`config.mk`:
```
export PLATFORM = sky130hd
export DESIGN_NAME = fetch_unit
export DESIGN_NICKNAME = d
export VERILOG_FILES = /design/src/rtl/mips_pkg.sv /design/src/rtl/fetch_unit_branch_cmp.sv /design/src/rtl/fetch_unit.sv
export SDC_FILE = /design/constraint.sdc
export NUM_CORES = 1
export LEC_CHECK = 0
export BUFFER_PORTS_ARGS = -buffer_cell sky130_fd_sc_hd__buf_2
export CELL_PAD_IN_SITES_DETAIL_PLACEMENT = 0
export CELL_PAD_IN_SITES_GLOBAL_PLACEMENT = 2
export CORE_MARGIN = 2
export CORE_UTILIZATION = 26
export CTS_CLUSTER_DIAMETER = 200
export DETAILED_ROUTE_END_ITERATION = 10
export GPL_TIMING_DRIVEN = 0
export PLACE_DENSITY = 0.83
export SYNTH_ARGS = -nofsm -noshare
export SYNTH_HDL_FRONTEND = slang
export SYNTH_SLANG_ARGS = --single-unit
```
`constraint.sdc`:
```
create_clock -name clk -period 5.3 [get_ports clk]
set_input_delay 0.53 -clock clk [delete_from_list [all_inputs] [get_ports clk]]
set_output_delay 0.53 -clock clk [all_outputs]
set_load 0.005 [all_outputs]
```
`src/rtl/mips_pkg.sv`:
```
// Shared MIPS core definitions: branch encodings, fetch FSM states, reset PC and link register.
package mips_pkg;

    localparam logic [2:0] BT_BEQ  = 3'd0;
    localparam logic [2:0] BT_BNE  = 3'd1;
    localparam logic [2:0] BT_BGEZ = 3'd2;
    localparam logic [2:0] BT_BGTZ = 3'd3;
    localparam logic [2:0] BT_BLEZ = 3'd4;
    localparam logic [2:0] BT_BLTZ = 3'd5;

    typedef logic [1:0] fsm_state_t;

    localparam fsm_state_t ST_RST   = 2'd0;
    localparam fsm_state_t ST_FETCH = 2'd1;
    localparam fsm_state_t ST_EXEC  = 2'd2;

    localparam logic [31:0] RESET_PC = 32'h0000_0000;
    localparam logic [4:0]  LINK_REG = 5'd31;

    // Branch displacement: sign-extended immediate scaled to a byte offset.
    function automatic logic [31:0] branch_offset(input logic [15:0] imm);
        return {{14{imm[15]}}, imm, 2'b00};
    endfunction

endpackage

```
`src/rtl/fetch_unit_branch_cmp.sv`:
```
// Combinational taken-condition evaluator for conditional branches.
module branch_cmp
    import mips_pkg::*;
(
    input  logic [2:0]  branch_type,
    input  logic [31:0] rs_data,
    input  logic [31:0] rt_data,
    output logic        taken
);

    logic rs_neg_s;
    logic rs_zero_s;

    assign rs_neg_s  = rs_data[31];
    assign rs_zero_s = (rs_data == 32'h0000_0000);

    // Decode the branch condition; unused encodings never branch.
    always_comb begin
        taken = 1'b0;
        case (branch_type)
            BT_BEQ:  taken = (rs_data == rt_data);
            BT_BNE:  taken = (rs_data != rt_data);
            BT_BGEZ: taken = !rs_neg_s;
            BT_BGTZ: taken = !rs_neg_s && !rs_zero_s;
            BT_BLEZ: taken = rs_neg_s || rs_zero_s;
            BT_BLTZ: taken = rs_neg_s;
            default: taken = 1'b0;
        endcase
    end

endmodule

```
`src/rtl/fetch_unit.sv`:
```
// Instruction fetch / next-PC stage: memory handshake, instruction register,
// next-PC selection and the link write for JAL/JALR.
module fetch_unit
    import mips_pkg::*;
#(
    parameter logic [31:0] RESET_PC_P = RESET_PC
) (
    input  logic        clk,
    input  logic        rst,
    output logic        imem_req,
    output logic [31:0] imem_addr,
    input  logic        imem_ack,
    input  logic [31:0] imem_rdata,
    output logic [31:0] ins,
    output logic        ins_valid,
    input  logic        stall,
    input  logic        Branch,
    input  logic [2:0]  branch_type,
    input  logic        Jump,
    input  logic        JumpDst,
    input  logic        JumpLink,
    input  logic [31:0] rs_data,
    input  logic [31:0] rt_data,
    output logic [31:0] pc,
    output logic        link_we,
    output logic [4:0]  link_addr,
    output logic [31:0] link_data
);

    fsm_state_t  state_r;
    logic [31:0] pc_r;
    logic [31:0] ins_r;
    logic [31:0] pc4_s;
    logic [31:0] next_pc_s;
    logic        taken_s;
    logic        retire_s;
    logic        unused_opcode_s;

    branch_cmp u_branch_cmp (
        .branch_type (branch_type),
        .rs_data     (rs_data),
        .rt_data     (rt_data),
        .taken       (taken_s)
    );

    assign pc4_s           = pc_r + 32'd4;
    assign retire_s        = (state_r == ST_EXEC) && !stall;
    assign unused_opcode_s = ^ins_r[31:26];

    // Next-PC priority: register jump, absolute jump, taken branch, sequential.
    always_comb begin
        next_pc_s = pc4_s;
        if (Jump && JumpDst) begin
            next_pc_s = {rs_data[31:2], 2'b00};
        end else if (Jump) begin
            next_pc_s = {pc4_s[31:28], ins_r[25:0], 2'b00};
        end else if (Branch && taken_s) begin
            next_pc_s = pc4_s + branch_offset(ins_r[15:0]);
        end else begin
            next_pc_s = pc4_s;
        end
    end

    // Fetch FSM, PC and instruction register; a late ack seen in RST is dropped.
    always_ff @(posedge clk) begin
        if (rst) begin
            state_r <= ST_RST;
            pc_r    <= RESET_PC_P;
            ins_r   <= 32'h0000_0000;
        end else begin
            case (state_r)
                ST_RST: begin
                    state_r <= ST_FETCH;
                end
                ST_FETCH: begin
                    if (imem_ack) begin
                        ins_r   <= imem_rdata;
                        state_r <= ST_EXEC;
                    end
                end
                ST_EXEC: begin
                    if (!stall) begin
                        pc_r    <= next_pc_s;
                        state_r <= ST_FETCH;
                    end
                end
                default: begin
                    state_r <= ST_RST;
                end
            endcase
        end
    end

    assign imem_req  = (state_r == ST_FETCH);
    assign imem_addr = pc_r;
    assign ins       = ins_r;
    assign ins_valid = (state_r == ST_EXEC);
    assign pc        = pc_r;
    assign link_we   = JumpLink && retire_s;
    assign link_data = pc4_s;

    // JALR names its destination in rd; JAL always links to r31.
    always_comb begin
        link_addr = 5'd0;
        if (link_we) begin
            link_addr = JumpDst ? ins_r[15:11] : LINK_REG;
        end else begin
            link_addr = 5'd0;
        end
    end

endmodule

```
==> After elaboration in Yosys (flattened, before gate mapping) <==
Index checks and enable logic that the tools add are counted.
{ "classes": {"addsub": 2, "n_eq_ne": 11, "n_mux": 9, "n_bitwise": 1, "n_reduce_logical": 15} }
{ "op_table": {"columns": ["operator", "count"], "rows": [
  ["2-to-1 mux 32 bit", 3],
  ["adder 32 x 3 -> 32 bit (second input constant)", 1],
  ["adder 32 bit", 1],
  ["equality test 32 bit", 1],
  ["logical NOT 32 bit", 1],
  ["!= test 32 bit", 1],
  ["2-to-1 mux 5 bit", 2],
  ["equality test 3 x 2 -> 1 bit (second input constant)", 2],
  ["equality test 3 bit (second input constant)", 2],
  ["case mux 1 bit (6 select lines)", 1],
  ["case mux 2 bit (3 select lines)", 1],
  ["AND reduction 2 bit", 3],
  ["logical AND 1 bit", 5],
  ["2-to-1 mux 2 bit", 2],
  ["equality test 3 x 1 -> 1 bit (second input constant)", 1],
  ["logical NOT 1 bit", 3],
  ["logical NOT 3 bit", 1],
  ["equality test 2 x 1 -> 1 bit (second input constant)", 1],
  ["equality test 2 bit (second input constant)", 1],
  ["logical NOT 2 bit", 1],
  ["!= test 2 x 1 -> 1 bit (second input constant)", 1],
  ["!= test 2 bit (second input constant)", 1],
  ["logical OR 1 bit", 1],
  ["NOT 1 bit", 1]
]} }
{ "totals": {"reg_bits": 66, "inputBits": 107, "word_cells": 41} }

==> Logic depth before layout (Yosys ltp) <==
Gate-level depths: netlist of the first run.
{ "depth": {"ltp_word": 8, "ltp_mapped": 17, "mapped_depth_nobuf": 15} }

==> Cells and area by module <==
From an unflattened synthesis of the first run, not the netlist that was laid out.
{ "hier_totals": {"cells_unflattened": 827, "area_unflattened_um2": 6167.2} }
{ "by_module_without_submodules": {"columns": ["mod", "n_inst", "cells_per_inst", "area_each_um2", "seq_area_each_um2"], "rows": [
  ["fetch_unit", 1, 765, 5669.2, 1281.2],
  ["branch_cmp", 1, 62, 498.0, 0.0]
]} }

==> Worst setup path before layout of the first run <==
No wires, ideal clock.
{ "synth_timing": {"kind": "register to register", "startpoint": "reg pc_r[2], in the netlist imem_addr[2]", "endpoint": "reg pc_r[31], in the netlist imem_addr[31]", "setup_ns": 0.117, "t_arrival_ns": 3.739, "t_required_ns": 5.183, "path_slack_ns": 1.444, "stages_incl_launch_ff": 16, "period_less_slack_ns": 3.856, "cell_sequence": "dfxtp_1 -> ha_1 -> nand3_1 -> or4_1 -> buf_2 -> or3_1 -> xnor2_1 -> ha_1 -> a21o_1 -> a211oi_1 -> nand4_1 -> nand2_1 -> o21a_1 -> o211ai_1 -> a211o_1 -> a32o_1"} }
{ "synth_via": {"elab_chain_cells": 5} }
{ "synth_rtl": {"columns": ["item", "line", "source"], "rows": [
  ["start, declared", "fetch_unit.sv:31", "logic [31:0] pc_r;"],
  ["start signal, assigned", "fetch_unit.sv:83", "pc_r <= next_pc_s;"],
  ["adder 32 x 3 -> 32 bit", "fetch_unit.sv:46", "assign pc4_s = pc_r + 32'd4;"],
  ["via link_data[20]", "fetch_unit.sv:27", "output logic [31:0] link_data"],
  ["adder 32 bit", "fetch_unit.sv:58", "next_pc_s = pc4_s + branch_offset(ins_r[15:0]);"],
  ["2-to-1 mux 32 bit", "fetch_unit.sv:57", "end else if (Branch && taken_s) begin"],
  ["2-to-1 mux 32 bit", "fetch_unit.sv:55", "end else if (Jump) begin"],
  ["2-to-1 mux 32 bit", "fetch_unit.sv:53", "if (Jump && JumpDst) begin"]
]} }
The timed path passes the listed nets, and every way through them passes these cells.
A chain may end at the register's enable or synchronous reset.

==> Worst setup path in the final report of the first run <==
{ "layout_timing": {"startpoint": "reg pc_r[4], in the netlist imem_addr[4]", "endpoint": "reg pc_r[28], in the netlist imem_addr[28]"} }
{ "layout_via": {"elab_chain_cells": 5} }
{ "layout_rtl": {"columns": ["item", "line"], "rows": [
  ["adder 32 x 3 -> 32 bit *", "fetch_unit.sv:46"],
  ["adder 32 bit", "fetch_unit.sv:58"],
  ["2-to-1 mux 32 bit", "fetch_unit.sv:57"],
  ["2-to-1 mux 32 bit *", "fetch_unit.sv:55"],
  ["2-to-1 mux 32 bit *", "fetch_unit.sv:53"]
]} }
Every way passes the cells marked *; elsewhere a longest branch is shown, timed or not.

==> results of run 1 <==
-- worst min-delay path by stage --
stage / endpoint / cells past startpoint / slack, ns / start
2_1_floorplan: ins[26] / 2 / 0.45 / ins[26]
3_3_place_gp: ins[29] / 2 / 0.44 / ins[29]
3_5_place_dp: ins[27] / 2 / 0.45 / ins[27]
4_1_cts: ins[10] / 3 / 0.41 / imem_rdata[10]
5_1_grt: ins[7] / 3 / 0.41 / imem_rdata[7]
6_report: ins[10] / 3 / 0.41 / imem_rdata[10]
-- state kept, by name, indices dropped and copies added (netlist names) --
name,cells
ins,32
imem_addr,30
state_r,2
-- cell usage after synthesis, drive strengths merged (8+ instances only) --
cell type	count	area, um^2
xnor2	69	619
ha	36	450
a21oi	71	355
a22o	8	70.1
buf	42	298
nand3	19	105
a21o	17	128
dfxtp	64	1280
mux2	15	169
nor3	8	51.3
a31oi	10	62.6
nor4	12	75.1
nor2	41	154
nand2	132	498
o21ai	36	180
clkbuf	26	97.6
xor2	12	105
o211ai	9	67.6
nand4	17	106
mux2i	34	340
inv	16	60.1
-- final cells by class --
class / count / area, um^2
Buffer: 68 / 395
Clock buffer: 11 / 253
Clock inverter: 5 / 55.1
Fill cell: 2466 / 14700
Inverter: 16 / 60.1
Multi-Input combinational cell: 629 / 4160
Sequential cell: 64 / 1280
Tap cell: 285 / 357
Timing Repair Buffer: 233 / 1170
-- power groups by stage --
stage                     clock network, mW  logic, mW  registers [mW]
final                                 0.636      0.304           0.517
after global routing                  0.666      0.328           0.520
after CTS                             0.649      0.303           0.517
after detailed placement                  0      0.302           0.528
after global placement                    0      0.302           0.527
after floorplan                           0      0.158           0.523
-- layer usage --
metal  wire [um]  track usage
met1       11600        0.279
met2       12300        0.361
met3        1540       0.0448
met4         588       0.0644
met5           0            0
-- worst min-delay path, cell delays in order --
cell	delay [ns]
buf_2	0.09
nand2_1	0.04
a21oi_1	0.05
-- cells by family after synthesis --
logic type | Yosys count
XOR/XNOR | 81
flip-flops | 64
other | 1
adder cells (fa/ha/maj) | 37
AO/OA/AOI/OAI | 185
multiplexers | 49
AND/OR/NAND/NOR | 271
buffers and inverters | 84
==> metrics, run 1 <==
outcome complete, no violations; commonest non-fill, non-tap cell in the layout buf_2; Synth Cell Area 5880 um^2; Root Buffer clkbuf_16; fraction of layout cells with a size suffix above 1 0.306; Simple-Gate Fraction of Synth Area 0.218; Chip Height 154 um; Post-CTS Setup Inserts 0; Reg power frac 0.355; post-CTS sizing 0; largest net degree at the start of global routing 25; peak supply drop 0.000141 V; crit start category flop; Avg WL per Cell 19.8 um; delay-heaviest family, CP simple AND/OR/NAND/NOR gates; top_reg_cell synth dfxtp_1; Worst path slowest cell nor4_1; Clk pin slew, worst setup/hold paths 0.06 ns; Buffers & Inverters on Critical Path 0; arrival time worst endpoint 5.14 ns; crit-path max cell delay 1.07 ns; die area 23800 um^2; yosys warns 0; Synth Register Bits 64; Seq/Total Area, Yosys 0.218; dpl ws 0.426 ns; RSZ-0062 raised after global routing false; Worst R2R Setup Slack 0.40 ns; power density over cell area 189 nW/um^2; Site Rows 55; P_leak 3.84 nW; Final min period 4.90 ns; crit path from imem_addr[4]; xor/xnor share of the synthesized area 0.123; most frequent cells in the layout buf_2, nand2_1, a21oi_1, xnor2_1, dfxtp_1; crit path cell chain nand4_1, nor4_1, nand4_1, xnor2_1, ha_1, a21oi_1, nor2_1, o21ai_0, nand2b_1, a2111oi_0, o2bb2ai_1, a21oi_1, xnor2_1, a31oi_1; GR Overflow Total 0; H-tree Lvls 3; fmax 204 MHz; Final ANT Viol Nets 0; DP HPWL 21.2 mm; Area after DPL 7420 um^2; first-pass GRT wire length 38.7 mm; Via Count 6502; instance count on the critical path 14; clk buf depth 2; Final Wtd Congestion 0.939; post-route setup TNS 0 ns; final period utilization 0.925; core area 22400 um^2; critical-path maximum fanout 7; main combinational cell family by area after synthesis simple AND/OR/NAND/NOR gates; library cells used by synthesis 64; CTS buffer count 9; Final Routed Wirelength 26.0 mm; final net count 1165; I/O pin cnt 243; crit path capture imem_addr[28]; post-synthesis adder-cell area fraction 0.0800; Layout Utilization 0.345; final setup fails 0; DR DRC count 0; CTS tree built; ys async rst share 0; Comb power frac 0.208; mux cell area share after synthesis 0.0866; Synth Instances 772; Post-synth EDFFs 0; Synth Area in Compound Gates 0.196; final instance area 7730 um^2; Clock Latency Late Sink 0.35 ns; Placed Cells 1295; Starting Density 0.262; initial antenna violation count 0; crit path kind reg -> reg; non-filler cells, final 1311; Crit. End Element flop; critical register-to-register path startpoint imem_addr[4]; setup ws final 0.397 ns; Switching Share 0.307; max-slew violation count 0; r2r worst-path depth 14; Final Power 1.46 mW; Clk pwr share 0.437; syn_area_per_cell 7.62 um^2; Post-CTS Hold Buffers 0; Die Span X 154 um; CTS sink cnt 64; Worst EP required 5.53 ns; worst slew pin tran 1.33 ns; Max Clock Skew 0.0112 ns; switching pwr 0.447 mW; Final Hold Fails 0; DR pass1 iterations 5; DRT iter0 DRCs 369; maximum capacitance violations 0; cell-internal power 1.01 mW; reg2reg end imem_addr[28]; number of global-route vias before repair 6441; Hold Worst Slack 0.410 ns; Vias per Instance 4.96; Relative slew margins 0.108; total track usage 0.216; HP Class in -> reg; P&R area growth vs syn 31.4%; PortBufs 233; antenna cells 0
Power figures use the tool's default switching activity.
==> run 2: changes to the inputs <==
==> constraint.sdc (replaced) <==
create_clock -name clk -period 4.8 [get_ports clk]
set_input_delay 0.48 -clock clk [delete_from_list [all_inputs] [get_ports clk]]
set_output_delay 0.48 -clock clk [all_outputs]
set_load 0.005 [all_outputs]
==> run 2 against run 1 <==
- flip-flop and latch count stayed put
- global-route usage barely moved
- clock power increased by 11%
- utilization up 0.18 points
- non-clock buffer count did not move
- final area is 0.52% higher
- setup slack worse by 0.13 ns
- worst hold slack got worse by 0.052 ns
- sequential share of layout area shrank 0.069 points
- critical path type unchanged
- critical endpoint is now imem_addr[31]
==> metrics, run 2 (same netlist as run 1, synthesis figures left out) <==
core area 22400 um^2 (unchanged); number of global-route vias before repair 6454 (+0.20%); Clock Latency Late Sink 0.35 ns (about the same); clk buf depth 2 (unchanged); Starting Density 0.262 (unchanged); Clk pin slew, worst setup/hold paths 0.06 ns (about the same); DR pass1 iterations 5 (unchanged); final period utilization 0.944 (+0.0193); die area 23800 um^2 (unchanged); Layout Utilization 0.346 (+0.00179); crit path kind reg -> reg; Area after DPL 7420 um^2 (unchanged); max-slew violation count 0 (unchanged); fmax 221 MHz (+8.2%); largest net degree at the start of global routing 25 (unchanged); Chip Height 154 um (unchanged); Max Clock Skew 0.0119 ns (+0.000643 ns); most frequent cells in the layout buf_2, nand2_1, a21oi_1, xnor2_1, dfxtp_1; Final min period 4.53 ns (-0.370 ns); Avg WL per Cell 19.9 um (+0.46%); HP Class in -> reg; Relative slew margins 0.352 (+0.244); P&R area growth vs syn 32.1%; Post-CTS Hold Buffers 0 (unchanged); Worst EP required 5.05 ns (-0.48 ns); Final Wtd Congestion 0.939 (unchanged); commonest non-fill, non-tap cell in the layout buf_2; non-filler cells, final 1311 (unchanged); CTS buffer count 9 (unchanged); Hold Worst Slack 0.358 ns (-0.0518 ns); DP HPWL 21.2 mm (unchanged); total track usage 0.216 (+0.000296); outcome complete, no violations; CTS sink cnt 64 (unchanged); antenna cells 0 (unchanged); Final Power 1.61 mW (+11%); maximum capacitance violations 0 (unchanged); DRT iter0 DRCs 377 (+2.2%); crit start category flop; final setup fails 0 (unchanged); worst slew pin tran 0.971 ns (-0.355 ns); Final ANT Viol Nets 0 (unchanged); Post-CTS Setup Inserts 0 (unchanged); P_leak 3.86 nW (+0.54%); H-tree Lvls 3 (unchanged); final instance area 7770 um^2 (+0.52%); post-route setup TNS 0 ns (unchanged); first-pass GRT wire length 38.8 mm (+0.13%); Final Routed Wirelength 26.1 mm (+0.46%); power density over cell area 208 nW/um^2 (+10%); Buffers & Inverters on Critical Path 1 (+1); Root Buffer clkbuf_16; CTS tree built; Via Count 6520 (+0.28%); GR Overflow Total 0 (unchanged); max reg flops 32 (unchanged); crit-path max cell delay 0.57 ns (-0.50 ns); critical path's most frequent cell ha_1; Final Hold Fails 0 (unchanged); initial antenna violation count 0 (unchanged); Die Span X 154 um (unchanged); dpl ws -0.0743 ns (-0.500 ns); Vias per Instance 4.97 (+0.28%); Site Rows 55 (unchanged); DR DRC count 0 (unchanged); PortBufs 233 (unchanged); critical-path maximum fanout 6 (-1); Fillers 2460 (-0.24%); delay-heaviest family, CP simple AND/OR/NAND/NOR gates; I/O pin cnt 243 (unchanged); RSZ-0062 raised after global routing false; peak supply drop 0.000156 V (+11%); crit path cell chain ha_1, nand3_1, or4_1, buf_2, or3_1, xnor2_2, ha_1, a21o_1, a211oi_1, nand4_1, nand2_1, o21a_1, o211ai_1, a211o_1, a32o_1; final net count 1165 (unchanged); fraction of layout cells with a size suffix above 1 0.313 (+0.00682); arrival time worst endpoint 4.78 ns (-0.36 ns); setup ws final 0.267 ns (-0.130 ns); Crit. End Element flop; Worst path slowest cell or4_1; Placed Cells 1295 (unchanged)
==> run 2: cell counts in the layout (fill, tap and decap cells not counted) <==
No cell type changed its count.
==> run 2: routing by layer <==
metal  GRT usage  part of all wire  up-vias
li1            -                 -     3210
met1       0.280              0.45     3050
met2       0.361              0.47      227
met3      0.0448             0.060       33
met4      0.0644             0.022        0
met5           0                 0        -
==> run 2: worst min-delay path, delay by kind of cell <==
family | cells | cell delay [ns]
AOI/OAI and AO/OA | 1 | 0.05
buffers and inverters | 1 | 0.09
and+or+nand+nor | 1 | 0.04
==> run 2: final timing paths <==
check	from	to	slack, ns	depth (start not counted)
min reg2reg	ins[29]	ins[29]	0.45	2
min	imem_rdata[10]	ins[10]	0.36	3
max reg2reg	imem_addr[3]	imem_addr[31]	0.27	15
max	imem_addr[3]	imem_addr[31]	0.27	15
==> run 2: where the power goes <==
group          switching [mW]  leakage, nW  internal (mW)
Clock                   0.278        0.148          0.429
Sequential             0.0228        0.520          0.548
Combinational           0.198         3.20          0.139
==> run 2: final cells by class <==
class	count	area, um^2	area share
buffer	68	395	0.0509
tap	285	357	0.0459
clock buffer	11	253	0.0325
timing repair buffer	233	1170	0.150
sequential	64	1280	0.165
clock inverter	5	55.1	0.00708
multi-input combinational	629	4200	0.541
inverter	16	60.1	0.00773
==> run 2: timing repair <==
action,in CTS,in global routing
gates resized for setup,1,7
setup endpoints to repair,3,2
cloned,0,0
endpoints found under the hold margin,0,0
==> run 3: changes to the inputs <==
--- a/config.mk
+++ b/config.mk
@@ -5,15 +5,15 @@
 export SDC_FILE = /design/constraint.sdc
 export NUM_CORES = 1
 export LEC_CHECK = 0
-export BUFFER_PORTS_ARGS = -buffer_cell sky130_fd_sc_hd__buf_2
 export CELL_PAD_IN_SITES_DETAIL_PLACEMENT = 0
 export CELL_PAD_IN_SITES_GLOBAL_PLACEMENT = 2
 export CORE_MARGIN = 2
-export CORE_UTILIZATION = 26
+export CORE_UTILIZATION = 35
 export CTS_CLUSTER_DIAMETER = 200
 export DETAILED_ROUTE_END_ITERATION = 10
+export DONT_BUFFER_PORTS = 1
 export GPL_TIMING_DRIVEN = 0
-export PLACE_DENSITY = 0.83
+export PLACE_DENSITY = 0.84
 export SYNTH_ARGS = -nofsm -noshare
 export SYNTH_HDL_FRONTEND = slang
 export SYNTH_SLANG_ARGS = --single-unit
==> run 3 against run 2 <==
- non-clock buffer count decreased by 233
- count of clock-buffer cells in the layout decreased by 1
- routed wire length decreased by 6.7%
- maximum frequency increased by 0.62%
- combinational power decreased by 27%
- critical path depth increased by 1
- clock skew decreased by 0.0036 ns
- sequential share of layout area increased by 3.0 points
- global-route usage increased by 5.3 points
- flip-flop and latch count unchanged
- final area decreased by 15%
- largest power group unchanged
==> metrics, run 3 (same netlist as run 1, synthesis figures left out) <==
Max Clock Skew 0.00829 ns (-0.00358 ns); crit path kind reg -> reg; Chip Height 134 um (-13%); Site Rows 47 (-15%); post-CTS sizing 1 (unchanged); DRT iter0 DRCs 417 (+11%); non-filler cells, final 1013 (-23%); dpl ws -0.289 ns (-0.215 ns); post-route setup TNS 0 ns (unchanged); worst hold start imem_rdata[30]; crit path from imem_addr[3]; most frequent cells in the layout nand2_1, a21oi_1, xnor2_1, dfxtp_1, nor2_1; critical-path maximum fanout 6 (unchanged); Clock Latency Late Sink 0.35 ns (about the same); CTS sink cnt 64 (unchanged); largest net degree at the start of global routing 25 (unchanged); fraction of layout cells with a size suffix above 1 0.112 (-0.201); critical register-to-register path startpoint imem_addr[3]; Via Count 5913 (-9.3%); fmax 222 MHz (+0.62%); first-pass GRT wire length 35.7 mm (-8.0%); Vias per Instance 5.84 (+17%); crit start category flop; Post-CTS Hold Buffers 0 (unchanged); Hold Worst Slack 0.264 ns (-0.0940 ns); DP HPWL 19.6 mm (-7.8%); peak supply drop 0.000194 V (+24%); Final Power 1.57 mW (-2.7%); arrival time worst endpoint 4.74 ns (-0.04 ns); Placed Cells 997 (-23%); CTS tree built; Crit. End Element flop; RSZ-0062 raised after global routing false; final period utilization 0.939 (-0.00581); GR Overflow Total 0 (unchanged); Die Span X 134 um (-13%); Final ANT Viol Nets 0 (unchanged); Post-CTS Setup Inserts 0 (unchanged); antenna cells 0 (unchanged); area of the multi-input gates 4220 um^2 (+0.48%); DR pass1 iterations 5 (unchanged); Final Hold Fails 0 (unchanged); outcome complete, no violations; I/O pin cnt 243 (unchanged); Fillers 1783 (-28%); Root Buffer clkbuf_16; Final min period 4.51 ns (-0.0279 ns); setup ws final 0.295 ns (+0.0279 ns); Final Wtd Congestion 0.923 (-1.7%); H-tree Lvls 3 (unchanged); commonest non-fill, non-tap cell in the layout nand2_1; PortBufs 0 (-100%); final instance area 6570 um^2 (-15%); HP Class in -> reg; total track usage 0.268 (+0.0525); Worst EP required 5.04 ns (about the same); final net count 932 (-20%); Clk pin slew, worst setup/hold paths 0.06 ns (about the same); core area 16500 um^2 (-26%); maximum capacitance violations 0 (unchanged); Final Routed Wirelength 24.4 mm (-6.7%); die area 17900 um^2 (-25%); P&R area growth vs syn 11.7%; Starting Density 0.356 (+0.0938); max-slew violation count 0 (unchanged); final setup fails 0 (unchanged); number of global-route vias before repair 5723 (-11%); Relative slew margins 0.279 (-0.0732); power density over cell area 239 nW/um^2 (+15%); Area after DPL 6180 um^2 (-17%); P_leak 2.78 nW (-28%); initial antenna violation count 0 (unchanged); DR DRC count 0 (unchanged); clk buf depth 2 (unchanged); Avg WL per Cell 24.1 um (+21%); CTS buffer count 9 (unchanged); max reg flops 32 (unchanged); worst slew pin tran 1.08 ns (+0.110 ns); register area 1280 um^2 (unchanged); Layout Utilization 0.397 (+0.0510)
-- run 3: area by class of cell --
class                           instances  area share
Buffer                                 68      0.0602
Clock buffer                           10      0.0364
Clock inverter                          6      0.0141
Inverter                               16     0.00914
Multi-Input combinational cell        629       0.643
Sequential cell                        64       0.195
Tap cell                              220      0.0419
-- run 3: worst max-delay path: stages (launching register included) --
cell	delay (ns)
dfxtp_1	0.47
ha_1	0.26
nand3_2	0.17
or4_1	0.57
buf_2	0.22
nand2b_1	0.19
xnor2_2	0.18
ha_1	0.41
nand3_1	0.15
nor4_1	0.34
nand3_1	0.15
nand4_1	0.12
nand2_1	0.16
o21a_1	0.26
o211ai_1	0.33
nand3_1	0.13
a32o_1	0.28
-- run 3: routing by layer --
metal	wire length, um	GRT usage
met1	9950	0.340
met2	11500	0.446
met3	2310	0.0643
met4	684	0.0940
met5	0	0
-- run 3: power by group --
part / internal, mW / total, mW / leakage [nW] / switching [mW]
registers: 0.548 / 0.575 / 0.520 / 0.0269
logic: 0.0961 / 0.246 / 2.10 / 0.150
clock network: 0.471 / 0.749 / 0.155 / 0.278
total: 1.12 / 1.57 / 2.78 / 0.455
-- run 3: worst paths after layout --
kind | end | slack, ns | depth (start not counted)
max | imem_addr[31] | 0.29 | 16
min | ins[30] | 0.26 | 2
max reg2reg | imem_addr[31] | 0.29 | 16
min reg2reg | ins[29] | 0.48 | 2
